File: src/rtl/led_pattern_engine.sv
// led_pattern_engine: switch-controlled moving LED patterns on a WIDTH-bit bank.
// Single clock; step timing comes from an internal period counter acting as a
// clock enable. LED and step are registered.
module led_pattern_engine #(
  parameter int WIDTH        = 16,
  parameter int MAX_CNT_DEST = 5000000
) (
  input  logic             clk,
  input  logic             rst,
  input  logic [1:0]       SW,
  input  logic [1:0]       MODE,
  output logic [WIDTH-1:0] LED,
  output logic             step
);

  localparam int CNT_W = $clog2(2 * MAX_CNT_DEST);

  localparam logic [CNT_W-1:0] SLOW_M1 = CNT_W'(2 * MAX_CNT_DEST - 1);
  localparam logic [CNT_W-1:0] MED_M1  = CNT_W'(MAX_CNT_DEST - 1);
  localparam logic [CNT_W-1:0] FAST_M1 = CNT_W'((2 * MAX_CNT_DEST) / 5 - 1);

  localparam logic [1:0] SW_PAUSE = 2'b00;
  localparam logic [1:0] SW_SLOW  = 2'b01;
  localparam logic [1:0] SW_MED   = 2'b10;

  typedef enum logic [1:0] {
    MODE_ROL    = 2'b00,
    MODE_ROR    = 2'b01,
    MODE_BOUNCE = 2'b10,
    MODE_FILL   = 2'b11
  } mode_e;

  typedef enum logic {
    DIR_UP   = 1'b0,  // toward MSB
    DIR_DOWN = 1'b1   // toward LSB
  } dir_e;

  logic [WIDTH-1:0] led_q, led_d, led_adv;
  dir_e             dir_q, dir_d, dir_adv;
  mode_e            mode_q, mode_d;
  logic [1:0]       sel_q, sel_d;
  logic [CNT_W-1:0] cnt_q, cnt_d, period_m1;
  logic             step_q, step_d;

  function automatic logic [WIDTH-1:0] seed(input logic [1:0] m);
    logic [WIDTH-1:0] s;
    case (m)
      MODE_ROR:  s = {1'b1, {(WIDTH-1){1'b0}}};
      MODE_FILL: s = '0;
      default:   s = {{(WIDTH-1){1'b0}}, 1'b1};
    endcase
    return s;
  endfunction

  // State register: synchronous reset reseeds from the MODE sampled this edge
  always_ff @(posedge clk) begin
    if (rst) begin
      led_q  <= seed(MODE);
      mode_q <= mode_e'(MODE);
      sel_q  <= SW;
      cnt_q  <= '0;
      dir_q  <= DIR_UP;
      step_q <= 1'b0;
    end else begin
      led_q  <= led_d;
      mode_q <= mode_d;
      sel_q  <= sel_d;
      cnt_q  <= cnt_d;
      dir_q  <= dir_d;
      step_q <= step_d;
    end
  end

  // Period terminal count for the currently latched rate
  always_comb begin
    case (sel_q)
      SW_SLOW: period_m1 = SLOW_M1;
      SW_MED:  period_m1 = MED_M1;
      default: period_m1 = FAST_M1;
    endcase
  end

  // One pattern advance for the current mode and direction
  always_comb begin
    led_adv = led_q;
    dir_adv = dir_q;
    case (mode_q)
      MODE_ROL: led_adv = {led_q[WIDTH-2:0], led_q[WIDTH-1]};
      MODE_ROR: led_adv = {led_q[0], led_q[WIDTH-1:1]};
      MODE_BOUNCE: begin
        // Turning at an endpoint shifts away immediately, so endpoints never dwell twice
        if (dir_q == DIR_UP && led_q[WIDTH-1]) begin
          dir_adv = DIR_DOWN;
          led_adv = led_q >> 1;
        end else if (dir_q == DIR_DOWN && led_q[0]) begin
          dir_adv = DIR_UP;
          led_adv = led_q << 1;
        end else if (dir_q == DIR_UP) begin
          led_adv = led_q << 1;
        end else begin
          led_adv = led_q >> 1;
        end
      end
      MODE_FILL: begin
        if (dir_q == DIR_UP) begin
          led_adv = {led_q[WIDTH-2:0], 1'b1};
          if (led_adv == '1) dir_adv = DIR_DOWN;
        end else begin
          led_adv = led_q >> 1;
          if (led_adv == '0) dir_adv = DIR_UP;
        end
      end
    endcase
  end

  // Next state: mode change > rate change > pause > terminal count > count
  always_comb begin
    led_d  = led_q;
    dir_d  = dir_q;
    mode_d = mode_q;
    sel_d  = sel_q;
    cnt_d  = cnt_q;
    step_d = 1'b0;
    if (MODE != mode_q) begin
      led_d  = seed(MODE);
      dir_d  = DIR_UP;
      mode_d = mode_e'(MODE);
      sel_d  = SW;
      cnt_d  = '0;
    end else if (SW != sel_q) begin
      sel_d = SW;
      cnt_d = '0;
    end else if (sel_q == SW_PAUSE) begin
      cnt_d = '0;
    end else if (cnt_q == period_m1) begin
      cnt_d  = '0;
      led_d  = led_adv;
      dir_d  = dir_adv;
      step_d = 1'b1;
    end else begin
      cnt_d = cnt_q + CNT_W'(1);
    end
  end

  // Outputs come straight from registers
  always_comb begin
    LED  = led_q;
    step = step_q;
  end

endmodule

File: config.mk
export PLATFORM = sky130hd
export DESIGN_NAME = led_pattern_engine
export DESIGN_NICKNAME = d
export VERILOG_FILES = /design/src/rtl/led_pattern_engine.sv
export SDC_FILE = /design/constraint.sdc
export NUM_CORES = 1
export LEC_CHECK = 0
export BUFFER_PORTS_ARGS = -buffer_cell sky130_fd_sc_hd__buf_2
export CAP_MARGIN = 40
export CORE_MARGIN = 10
export CORE_UTILIZATION = 45
export DETAILED_ROUTE_END_ITERATION = 10
export PLACE_DENSITY = 0.66
export SLEW_MARGIN = 20
export SYNTH_ARGS = -nofsm -noshare
export SYNTH_HDL_FRONTEND = slang
export SYNTH_SLANG_ARGS = --single-unit
File: constraint.sdc
create_clock -name clk -period 2.4 [get_ports clk]
set_input_delay 0.24 -clock clk [delete_from_list [all_inputs] [get_ports clk]]
set_output_delay 0.24 -clock clk [all_outputs]
set_load 0.02 [all_outputs]
==> summary.txt <==
Final layout
  • Final instance count without filler cells: 359
  • Finished Core Util: 54.23%
  • Register area: 1121 um^2
  • Multi-input gate area: 1264 um^2
  • Layout Nets: 299
  • N_diodes: 0
  • Area grow syn2layout: 14.05%
  • Filler Cells Inserted: 486
  • Most common cell after layout, fill and taps aside: nor2_1
  • Cell area after layout: 2823 um^2
  • Commonest non-fill, non-tap cells in the layout: nor2_1 (49), dfxtp_1 (26), buf_2 (22), edfxtp_1 (20), xnor2_1 (20)
  • Layout cells sized above 1: 17.30%

STA
  • Slew Viols, Final: 0
  • Max_slew headroom: 71.08%
  • Final Hold Viols: 0
  • Clk_skew: 0.01416 ns
  • Worst Max-Slew Pin Slew: 0.4338 ns
  • Final worst path period share: 97.08%
  • Max Clk Rate: 429.2 MHz
  • Fin crit period: 2.330 ns
  • TNS Setup: 0 ns
  • Setup violations, final: 0
  • Worst setup margin: 0.07014 ns

Synthesis
  • Syn avg cell area: 9.555 um^2
  • Post-synthesis cell area: 2475 um^2
  • Mapped Cells: 259
  • Synthesized Nets: 270
  • Ys Warns: 0
  • Async SR Flop Fraction: 0%
  • Sequential area share after synthesis: 45.30%
  • Post-synth EDFFs: 20
  • Seq cells post-synth: 46
  • Dominant synthesized flop cell: dfxtp_1
  • Cell variety after synth: 48

Critical path
  • Worst Path Max Fanout: 16
  • Worst setup SP type: flop
  • Endpoint class of the critical path: flop
  • Reg2reg setup slack: 0.07 ns
  • Worst Path Required: 2.41 ns
  • Slowest CP cell: or4_4
  • Worst path bufs/invs: 2
  • CP Class: flop to flop
  • Delay-heaviest family, CP: simple AND/OR/NAND/NOR gates
  • Crit path arrival time: 2.34 ns
  • Worst path max stage delay: 0.55 ns
  • Crit path depth: 8
  • Crit path cell chain: inv_1, ha_2, and4b_1, a22oi_1, nand4b_4, or4_4, nand2_2, buf_12
  • Worst R2R Path Depth: 8

Floorplanning
  • IO Count: 23
  • Core ar.: 5205 um^2
  • Die Span Y: 94.16 um
  • Die area: 8866 um^2
  • Core Rows: 26
  • Die X: 94.16 um
  • Initial Util: 47.55%

Drt
  • Initial drt markers: 86
  • Total number of vias: 1,933
  • # DRC: 0
  • Routed Antenna Nets: 0
  • Pre-antenna DRT Iters: 4
  • Post-DR wirelength/cell: 14.42 um
  • Via/cell ratio: 5.384
  • Final WL: 5.175 mm

Clocking
  • Post-CTS Hold Buffers: 0
  • CTS buffer count: 5
  • Max Buffers Root-to-Sink: 2
  • CTS tree: built
  • Clk_lat worst skew: 0.30 ns
  • H-tree Lvls: 2
  • Clk pin slew, worst setup/hold paths: 0.09 ns
  • CTS sink cnt: 46
  • CTS root buffer: clkbuf_8

Min path
  • Hold Crit Class: input pin to flop
  • Hold path depth: 1

Global route
  • Largest net degree at the start of global routing: 25
  • Met1 usage: 15.56%
  • Number of global-route vias before repair: 1,904
  • Initial antenna violation count: 0
  • First-pass GRT wire length: 9.101 mm
  • Most crowded layer after global routing: met2
  • GRT overflow: 0
  • GR Util met2: 20.19%
  • GRT Util Overall: 12.38%
  • Grt met3 use: 3.277%

Placed design
  • Dpl ws: 0.05908 ns
  • GP Congestion: 0.8107
  • IO Port Bufs: 22
  • Placed insts: 350
  • DP Area: 2706 um^2
  • Detailed-placement wirelength estimate: 3.768 mm

Pwr
  • Power share of the sequential group: 53.8%
  • Clock Power Share: 31.8%
  • Psw: 0.4676 mW
  • P_int: 1.230 mW
  • Switching Fraction: 27.55%
  • PwrDens: 601.3 nW/um^2
  • Pleak: 1.027 nW
  • Peak supply drop: 0.0003067 V
  • Combinational Power Share: 14.4%

Outcome
  • Status: complete, no violations

Flow run
  • Max_cap viols: 0
[power groups by stage]
stage	registers (mW)	logic (mW)	clock network [mW]
final	0.913	0.245	0.539
after global routing	0.920	0.272	0.581
after CTS	0.912	0.246	0.554
after detailed placement	0.930	0.244	0
after global placement	0.929	0.241	0
after floorplan	0.942	0.140	0
[final cells by class]
class | instances | area share (%)
Clock buffer | 6 | 3.324
Sequential cell | 46 | 39.72
Clock inverter | 2 | 0.4433
Timing Repair Buffer | 32 | 7.447
Inverter | 9 | 1.197
Tap cell | 70 | 3.103
Multi-Input combinational cell | 194 | 44.77
[path summary, 6_finish.rpt]
path | start | end
worst min register to register | cnt_q[0] | cnt_q[0]
worst max-delay path | sel_q[0] | LED[4]
worst max register to register | sel_q[0] | LED[4]
worst min-delay path | SW[1] | sel_q[1]
[kinds of logic (layout without fill, tap and decap cells)]
group / Yosys count / in the layout / share of synthesized area (%)
AOI/OAI and AO/OA: 24 / 24 / 6.522
xor gates and xnor gates: 28 / 28 / 9.909
adders and majority gates: 5 / 5 / 2.528
buffers and inverters: 19 / 49 / 3.842
DFF: 46 / 46 / 45.30
muxes: 13 / 13 / 5.258
and+or+nand+nor: 124 / 124 / 26.64
[state kept, by name, summed over array words and instances, names as in the netlist]
signal and cells:
LED 16, sel_q 2, step 1, dir_q 1
cnt_q 24, mode_q 2
[routing by layer]
metal | vias up | wire [um]
li1 | 975 | -
met1 | 915 | 2429
met2 | 36 | 2431
met3 | 7 | 258
met4 | 0 | 55
met5 | - | 0
[cells in the mapped netlist (2+ instances only)]
| cell type | instances | area share [%] |
|---|---|---|
| clkbuf_1 | 2 | 0.30 |
| nor4_1 | 7 | 1.8 |
| nand2_1 | 16 | 2.4 |
| buf_6 | 2 | 0.91 |
| buf_2 | 3 | 0.61 |
| mux2i_1 | 13 | 5.3 |
| nand3b_1 | 2 | 0.61 |
| nor4b_2 | 2 | 1.2 |
| nor3_1 | 7 | 1.4 |
| dfxtp_1 | 26 | 21 |
| and3_1 | 3 | 0.76 |
| xnor2_1 | 20 | 7.1 |
| a21oi_1 | 5 | 1.0 |
| ha_1 | 5 | 2.5 |
| nor3b_1 | 2 | 0.61 |
| nand3_1 | 12 | 2.4 |
| xor2_1 | 8 | 2.8 |
| o21ai_0 | 7 | 1.4 |
| edfxtp_1 | 20 | 24 |
| or3_1 | 3 | 0.76 |
| and4_1 | 3 | 1.1 |
| nand2b_1 | 2 | 0.51 |
| a32oi_1 | 2 | 0.71 |
| nor2_1 | 49 | 7.4 |
| inv_1 | 9 | 1.4 |
| o22ai_1 | 2 | 0.51 |
| a22oi_1 | 2 | 0.61 |
| nand4_1 | 5 | 1.3 |
[timing repair]
action / 4_1_cts / 5_1_grt
endpoints found under the setup margin: 0 / 16
hold endpoints to repair: 0 / 0
setup buffers: 0 / 1
resized for setup: 0 / 1
[per-stage QoR]
stage / power (mW) / hold WS, ns
2_1_floorplan: 1.081 / 0.3389
3_3_place_gp: 1.170 / 0.4479
3_5_place_dp: 1.175 / 0.4481
4_1_cts: 1.712 / 0.1307
5_1_grt: 1.773 / 0.1396
6_report: 1.697 / 0.1382
Power figures use the tool's default switching activity.
